`config.mk`:
```
export PLATFORM = sky130hd
export DESIGN_NAME = rtc_scan_menu_ctrl
export DESIGN_NICKNAME = d
export VERILOG_FILES = /design/src/rtl/rtc_scan_menu_ctrl.sv
export SDC_FILE = /design/constraint.sdc
export NUM_CORES = 1
export LEC_CHECK = 0
export CAP_MARGIN = 40
export CORE_MARGIN = 5
export CORE_UTILIZATION = 35
export CTS_BUF_LIST = sky130_fd_sc_hd__clkbuf_8 sky130_fd_sc_hd__clkbuf_16
export DETAILED_ROUTE_END_ITERATION = 7
export GPL_TIMING_DRIVEN = 0
export SYNTH_ARGS = -nofsm -noshare
export SYNTH_HDL_FRONTEND = slang
export SYNTH_SLANG_ARGS = --single-unit
```
`constraint.sdc`:
```
create_clock -name CLK -period 6.9 [get_ports CLK]
set_input_delay 1.725 -clock CLK [delete_from_list [all_inputs] [get_ports CLK]]
set_output_delay 1.725 -clock CLK [all_outputs]
set_load 0.01 [all_outputs]
```
`src/rtl/rtc_scan_menu_ctrl.sv`:
```
// RTC scan/menu controller: periodic read sweeps over a two-segment address map, write sweeps
// on commit, edit pointer, button pulse registers and IRQ alarm stretching.
module rtc_scan_menu_ctrl #(
    parameter int unsigned       ADDR_W     = 8,
    parameter logic [ADDR_W-1:0] SEG0_FIRST = 8'h21,
    parameter logic [ADDR_W-1:0] SEG0_LAST  = 8'h26,
    parameter logic [ADDR_W-1:0] SEG1_FIRST = 8'h41,
    parameter logic [ADDR_W-1:0] SEG1_LAST  = 8'h43,
    parameter int unsigned       WAIT_CYC   = 40,
    parameter int unsigned       ALARM_CYC  = 3,
    parameter int unsigned       CNT_W      = 8
) (
    input  logic              CLK,
    input  logic              RST,
    input  logic              init_done,
    input  logic              rw_done,
    input  logic              irq,
    input  logic              btn_up,
    input  logic              btn_down,
    input  logic              btn_left,
    input  logic              btn_right,
    input  logic              btn_center,
    output logic              req,
    output logic              wr,
    output logic [ADDR_W-1:0] addr,
    output logic              busy,
    output logic              commit,
    output logic [ADDR_W-1:0] punt,
    output logic              num_up,
    output logic              num_down,
    output logic              alarm,
    output logic              stw
);

    localparam logic [CNT_W-1:0] WAIT_LAST  = CNT_W'(WAIT_CYC - 1);
    localparam logic [CNT_W-1:0] ALARM_LAST = CNT_W'(ALARM_CYC - 1);

    typedef enum logic [2:0] {StInit, StIssue, StWaitAck, StNext, StScanWait} scan_state_e;
    typedef enum logic {AlIdle, AlOn} alarm_state_e;

    scan_state_e      state;
    logic             pend;
    logic [CNT_W-1:0] wait_cnt;

    always_ff @(posedge CLK or posedge RST) begin
        if (RST) begin
            state    <= StInit;
            req      <= 1'b0;
            wr       <= 1'b0;
            addr     <= SEG0_FIRST;
            busy     <= 1'b0;
            commit   <= 1'b0;
            pend     <= 1'b0;
            wait_cnt <= '0;
        end else begin
            req    <= 1'b0;
            commit <= 1'b0;
            if (btn_center) pend <= 1'b1;
            case (state)
                StInit: begin
                    if (init_done) begin
                        state <= StIssue;
                        req   <= 1'b1;
                        busy  <= 1'b1;
                        addr  <= SEG0_FIRST;
                        wr    <= 1'b0;
                    end
                end
                StIssue: state <= StWaitAck;
                StWaitAck: begin
                    if (rw_done) state <= StNext;
                end
                StNext: begin
                    if (addr == SEG0_LAST) begin
                        addr  <= SEG1_FIRST;
                        state <= StIssue;
                        req   <= 1'b1;
                    end else if (addr == SEG1_LAST) begin
                        addr <= SEG0_FIRST;
                        if (!wr && pend) begin
                            // Request is consumed at launch so a press during the write re-arms it
                            wr    <= 1'b1;
                            pend  <= btn_center;
                            state <= StIssue;
                            req   <= 1'b1;
                        end else begin
                            commit   <= wr;
                            wr       <= 1'b0;
                            busy     <= 1'b0;
                            wait_cnt <= '0;
                            state    <= StScanWait;
                        end
                    end else begin
                        addr  <= addr + ADDR_W'(1);
                        state <= StIssue;
                        req   <= 1'b1;
                    end
                end
                StScanWait: begin
                    if (pend) begin
                        wr    <= 1'b1;
                        pend  <= btn_center;
                        state <= StIssue;
                        req   <= 1'b1;
                        busy  <= 1'b1;
                    end else if (wait_cnt == WAIT_LAST) begin
                        state <= StIssue;
                        req   <= 1'b1;
                        busy  <= 1'b1;
                    end else begin
                        wait_cnt <= wait_cnt + CNT_W'(1);
                    end
                end
                default: state <= StInit;
            endcase
        end
    end

    always_ff @(posedge CLK or posedge RST) begin
        if (RST) begin
            punt <= SEG0_FIRST;
        end else if (btn_center) begin
            punt <= SEG0_FIRST;
        end else if (btn_right && !btn_left) begin
            if (punt == SEG0_LAST)      punt <= SEG1_FIRST;
            else if (punt == SEG1_LAST) punt <= SEG0_FIRST;
            else                        punt <= punt + ADDR_W'(1);
        end else if (btn_left && !btn_right) begin
            if (punt == SEG1_FIRST)      punt <= SEG0_LAST;
            else if (punt == SEG0_FIRST) punt <= SEG1_LAST;
            else                         punt <= punt - ADDR_W'(1);
        end
    end

    always_ff @(posedge CLK or posedge RST) begin
        if (RST) begin
            num_up   <= 1'b0;
            num_down <= 1'b0;
        end else begin
            num_up   <= btn_up;
            num_down <= btn_down;
        end
    end

    alarm_state_e     al_state;
    logic [CNT_W-1:0] al_cnt;
    logic             irq_q;

    always_ff @(posedge CLK or posedge RST) begin
        if (RST) begin
            al_state <= AlIdle;
            al_cnt   <= '0;
            irq_q    <= 1'b0;
            alarm    <= 1'b0;
            stw      <= 1'b0;
        end else begin
            irq_q <= irq;
            case (al_state)
                AlIdle: begin
                    if (irq && !irq_q) begin
                        al_state <= AlOn;
                        al_cnt   <= '0;
                        alarm    <= 1'b1;
                        stw      <= (ALARM_LAST == '0);
                    end
                end
                AlOn: begin
                    if (al_cnt == ALARM_LAST) begin
                        al_state <= AlIdle;
                        alarm    <= 1'b0;
                        stw      <= 1'b0;
                    end else begin
                        al_cnt <= al_cnt + CNT_W'(1);
                        stw    <= (al_cnt + CNT_W'(1) == ALARM_LAST);
                    end
                end
                default: al_state <= AlIdle;
            endcase
        end
    end

endmodule

```
# [Yosys cells after proc, flatten, opt, wreduce, memory -nomap -nowiden]
# Index checks and enable logic that the tools add are counted.
[totals] out_inout_bits=24 wordCells=133 register_bits=46 input_bits=10
[op_classes] n_reduce_logical=20 n_bitwise=1 eq_ne=25 add_sub_neg=5 n_mux=66
[op_table] cell="2-to-1 mux 8 bit" count=17
[op_table] cell="case mux 8 bit (2 select lines)" count=3
[op_table] cell="adder 8 x 1 -> 8 bit (second input constant)" count=4
[op_table] cell="equality test 8 x 6 -> 1 bit (second input constant)" count=4
[op_table] cell="2-to-1 mux 1 bit" count=31
[op_table] cell="equality test 8 x 7 -> 1 bit (second input constant)" count=3
[op_table] cell="2-to-1 mux 3 bit" count=7
[op_table] cell="inequality test 2 bit (second input constant)" count=10
[op_table] cell="equality test 8 x 2 -> 1 bit (second input constant)" count=2
[op_table] cell="case mux 3 bit (5 select lines)" count=1
[op_table] cell="AND reduction 6 bit" count=2
[op_table] cell="case mux 1 bit (3 select lines)" count=3
[op_table] cell="case mux 1 bit (2 select lines)" count=4
[op_table] cell="subtractor 8 x 1 -> 8 bit (second input constant)" count=1
[op_table] cell="equality test 3 x 2 -> 1 bit (second input constant)" count=2
[op_table] cell="AND reduction 2 bit" count=3
[op_table] cell="nonzero test 3 bit" count=2
[op_table] cell="AND reduction 5 bit" count=1
[op_table] cell="logical AND 1 bit" count=4
[op_table] cell="logical NOT 1 bit" count=4
[op_table] cell="nonzero test 2 bit" count=2
[op_table] cell="equality test 3 x 1 -> 1 bit (second input constant)" count=1
[op_table] cell="equality test 3 bit (second input constant)" count=1
[op_table] cell="logical NOT 3 bit" count=1
[op_table] cell="4 further kinds" count=4

# [Longest topological paths before layout]
# Gate-level depths: netlist of run 1.
[logic_depth] ltp_word=6 mapped_depth=8 ltp_nobuf=7

# [Worst setup path after synthesis of run 1]
# No wires, ideal clock.
[synth_path] kind="input to register" from="input btn_right" to="register punt[7]" n_path_buf=0 t_required_ns=6.770 path_slack_ns=3.789 arrival_time_ns=2.981 cell_stages=5 setup_time_ns=0.130 cell_sequence="or4b_2 -> or3_1 -> o31a_1 -> xor2_1 -> nor2_1"
[synth_between] elab_chain_cells=3 elab_cells_between_ends=6 cone_classes="mux (2); reduce/logical (4)"
[synth_rtl] element="from (decl)" line_no="21" rtl="input logic btn_right,"
[synth_rtl] element="logical AND 1 bit / logical NOT 1 bit (equally long branches)" line_no="124, 128"
[synth_rtl] element="2-to-1 mux 8 bit / logical AND 1 bit (equally long branches)" line_no="124, 128"
[synth_rtl] element="2-to-1 mux 8 bit / nonzero test 3 bit (equally long branches)"
[synth_rtl] element="to (signal assigned)" line_no="127" rtl="else punt <= punt + ADDR_W'(1);"
[synth_rtl] element="to (signal assigned)" line_no="131" rtl="else punt <= punt - ADDR_W'(1);"
[synth_rtl] element="to (decl)" line_no="28" rtl="output logic [ADDR_W-1:0] punt,"
# Several ways; a longest one is shown, not always the timed one.
# A chain may end at the register's enable or synchronous reset.

# [Final worst setup path of run 1]
[layout_path] from="input btn_left" to="register punt[7]"
[layout_between] elab_chain_cells=4 elab_cells_between_ends=6 cone_classes="mux (2); reduce/logical (4)"
[layout_rtl] element="from (decl)" line_no="20" rtl="input logic btn_left,"
[layout_rtl] element="logical NOT 1 bit" line_no="124" rtl="end else if (btn_right && !btn_left) begin"
[layout_rtl] element="logical AND 1 bit" line_no="124"
[layout_rtl] element="2-to-1 mux 8 bit" line_no="124"
[layout_rtl] element="2-to-1 mux 8 bit" line_no="122" rtl="end else if (btn_center) begin"
# Several ways; a longest one is shown, not always the timed one.

==> out/summary.txt, run 1 <==
CLOCK TREE
-----------------------------------------------------------------------------------------
CTS Root Buffer Type .......................................................     clkbuf_8
Clock slew at reported path FFs ............................................        90 ps
CTS tree ...................................................................         done
Post-CTS setup buffer count ................................................            0
Number of sinks on the clock net ...........................................           46
Clock network latency to the later pin of the worst-skew pair ..............       290 ps
Max H-tree Level ...........................................................            2
CTS resizes ................................................................            0
Number of buffers added by the clock tree synthesis step ...................            5
Number of buffers between clock root and the deepest sink ..................            2
Post-CTS Hold Fix Bufs .....................................................            0

WORST SETUP PATH
-----------------------------------------------------------------------------------------
Type of element capturing the critical path ................................    flip-flop
Worst path arrival time ....................................................      3610 ps
Startpoint type of the worst setup path .................................... primary input
Worst EP required ..........................................................      7070 ps
Largest driver fanout on the critical path .................................            5
Critical path start-end classification ..................................... primary input to flip-flop

STA
-----------------------------------------------------------------------------------------
Setup Viol. Count Final ....................................................            0
Part of the cycle the worst path needs .....................................        0.499
Min cycle time layout ......................................................      3440 ps
Worst Clk Skew .............................................................      7.67 ps
Final TNS setup ............................................................         0 ps
Top achievable clock speed .................................................    0.290 GHz
Slew headroom ..............................................................        0.581
Slew @ Worst Pin ...........................................................       623 ps
Fin. Hold Viols ............................................................            0
Count of pins over their slew limit ........................................            0
Setup repair after global routing missed its margin ........................        false

SYNTHESIS
-----------------------------------------------------------------------------------------
Largest family of logic cells by synthesized area .......................... simple AND/OR/NAND/NOR gates
Distinct cell type count after synthesis ...................................           62
Leading area contributor after synthesis ...................................      dfrtp_1
Adder-cell share of the synthesized area ...................................       0.0439
Post-synth EDFFs ...........................................................            0
Synth top area share .......................................................        0.369
Xor-xnor portion of the synthesized cell area ..............................       0.0584
Fraction of the yosys area taken by sequential cells .......................        0.406
Count leader, synth ........................................................      dfrtp_1
Share of synthesized area spent on multiplexers ............................       0.0145
Simple-gate share of the synthesized area ..................................        0.254
Compound-cell area share of the yosys netlist ..............................        0.188
Proportion of register bits with asynchronous set or reset after synthesis .         1.00
Cells after Synth ..........................................................          311
Biggest area contributors in the synthesized netlist ....................... dfrtp_1, o21ai_0, ha_1, xor2_1, dfstp_2
Number of synthesized register bits ........................................           46
Mapped Nets ................................................................          331
Top flip-flop cell by instance count after synthesis .......................      dfrtp_1
Mapped cell area ...........................................................     2850 um2
Most instantiated cells after synthesis .................................... dfrtp_1, o21ai_0, nor2_1
Synthesis Warnings .........................................................            0
Avg Inst Size Synth ........................................................     9.16 um2

ROUTE
-----------------------------------------------------------------------------------------
Length of the first detailed-routing pass in iterations ....................            4
Avg WL per Cell ............................................................      14.4 um
Count of antenna-violating nets left after detailed routing ................            0
Number of DRC violations after detailed routing ............................            0
Via-per-instance ratio .....................................................         5.43
Number of vias in the routed layout ........................................        2,481
Iter 0 DRT Violations ......................................................          116
Final wirelength ...........................................................      6590 um

FINISH
-----------------------------------------------------------------------------------------
Fill cells .................................................................          823
Fraction of layout cells with a size suffix above 1 ........................       0.0994
Final net count ............................................................          371
Area overhead of the layout relative to synthesis ..........................        20.4%
Antenna Diode Count ........................................................            0

POWER AND IR DROP
-----------------------------------------------------------------------------------------
Max rail drop VDD ..........................................................   0.000172 V
Ratio of total power to cell area ..........................................   275 nW/um2
Leakage Power ..............................................................      1.41 nW
Power, Total ...............................................................     0.943 mW

PLACED DESIGN
-----------------------------------------------------------------------------------------
Buffers added on ports .....................................................           32
GPL Wtd Cong ...............................................................        0.869
Post-detailed-placement half-perimeter wirelength ..........................      4710 um

MIN PATH
-----------------------------------------------------------------------------------------
Path class of the lowest-slack min-delay path .............................. flip-flop to flip-flop

RUN STATUS
-----------------------------------------------------------------------------------------
Result of the run .......................................................... complete, no violations

GLOBAL ROUTE
-----------------------------------------------------------------------------------------
Pin count of the biggest net entering global routing .......................           37
Initial antenna violation count ............................................            0
Global-route wire length before repair .....................................    11,500 um
Total routing usage reported by global routing .............................        0.139
Via count of the first global-routing pass .................................        2,397
Overflow left after global routing .........................................            0

JOB
-----------------------------------------------------------------------------------------
Maximum capacitance violations .............................................            0

DIE
-----------------------------------------------------------------------------------------
Horizontal die dimension ...................................................       100 um
CORE AREA ..................................................................     8090 um2
I/O pins ...................................................................           34
Die Footprint ..............................................................   10,000 um2
Vertical die dimension .....................................................       100 um
Starting density of the core ...............................................        0.352
FP Rows ....................................................................           33

placed cells by master, fill, tap and decap left out, drive strengths merged, types with 11 or more instances in the layout:
master         count
buf               11
clkdlybuf4s50     32
dfrtp             42
inv               11
nand2             24
nand3             17
nor2              27
o21ai             30
xor2              13
routing by layer:
layer | GRT usage | part of all wire | wire length, um
met2 | 0.217 | 0.45 | 2950
met3 | 0.0327 | 0.058 | 379
met1 | 0.190 | 0.48 | 3180
met4 | 0.0425 | 0.012 | 78
met5 | 0 | 0 | 0
worst paths after layout:
check	start	end	slack, ps	cells after the start
worst max-delay path	btn_left	punt[7]	3460	6
max in group asynchronous	RST	addr[5]	4680	3
worst min-delay path	busy	busy	520	1
worst max register to register	punt[0]	punt[0]	4510	6
worst min register to register	busy	busy	520	1
min in group asynchronous	RST	punt[7]	1690	2
sequential cells by signal, indices dropped and copies added (netlist names):
name,count
commit,1
stw,1
al_cnt,8
busy,1
addr,8
num_down,1
al_state,1
num_up,1
irq_q,1
req,1
state,3
pend,1
wait_cnt,8
wr,1
punt,8
alarm,1
cell type report:
type | instances | area [um2] | area share
multi-input combinational | 240 | 1590 | 0.464
sequential | 46 | 1160 | 0.337
buffer | 15 | 65.1 | 0.0190
clock inverter | 3 | 41.3 | 0.0120
tap | 105 | 131 | 0.0383
clock buffer | 5 | 68.8 | 0.0201
inverter | 10 | 37.5 | 0.0109
timing repair buffer | 33 | 340 | 0.0992
report_power, final:
part           internal [mW]  switching [mW]  total, mW
registers              0.320          0.0530      0.373
clock network          0.107          0.0908      0.197
logic                  0.171           0.201      0.372
total                  0.598           0.345      0.943
metrics by stage:
stage / setup slack [ps] / hold slack (ps) / util / std cells / cell area (um2)
6_report: 3460 / 515 / 0.424 / 457 / 3430
5_1_grt: 3410 / 551 / 0.424 / 457 / 3430
4_1_cts: 3480 / 519 / 0.424 / 457 / 3430
3_5_place_dp: 3160 / 501 / 0.410 / 449 / 3320
3_3_place_gp: 3060 / 496 / 0.408 / 448 / 3300
2_1_floorplan: 3790 / 471 / - / 311 / 2850
critical path: stages:
cell             delay, ps
clkdlybuf4s50_1        540
or4b_2                 660
or3_1                  370
o31a_1                 120
xor2_1                 130
nor2_1                  50
cells by family after synthesis:
kind of cell / Yosys count
and+or+nand+nor: 129
AOI/OAI and AO/OA: 78
DFF: 46
buffers and inverters: 25
xor gates and xnor gates: 19
adders and majority gates: 10
muxes: 4
Power figures use the tool's default switching activity.
==> inputs of run 2 (changes only) <==
clock period = 3 ns   (was 6.9 ns; I/O delays follow)
==> results of run 2 <==
Same layout as run 1 (identical final DEF). Status: complete, no violations.
Among the figures that moved: setup slack after placement 3160 ps -> 237 ps; setup slack after layout 3460 ps -> 532 ps; register-to-register setup slack 4510 ps -> 610 ps; total power 0.943 mW -> 2.17 mW; worst IR drop on VDD 0.000172 V -> 0.000396 V
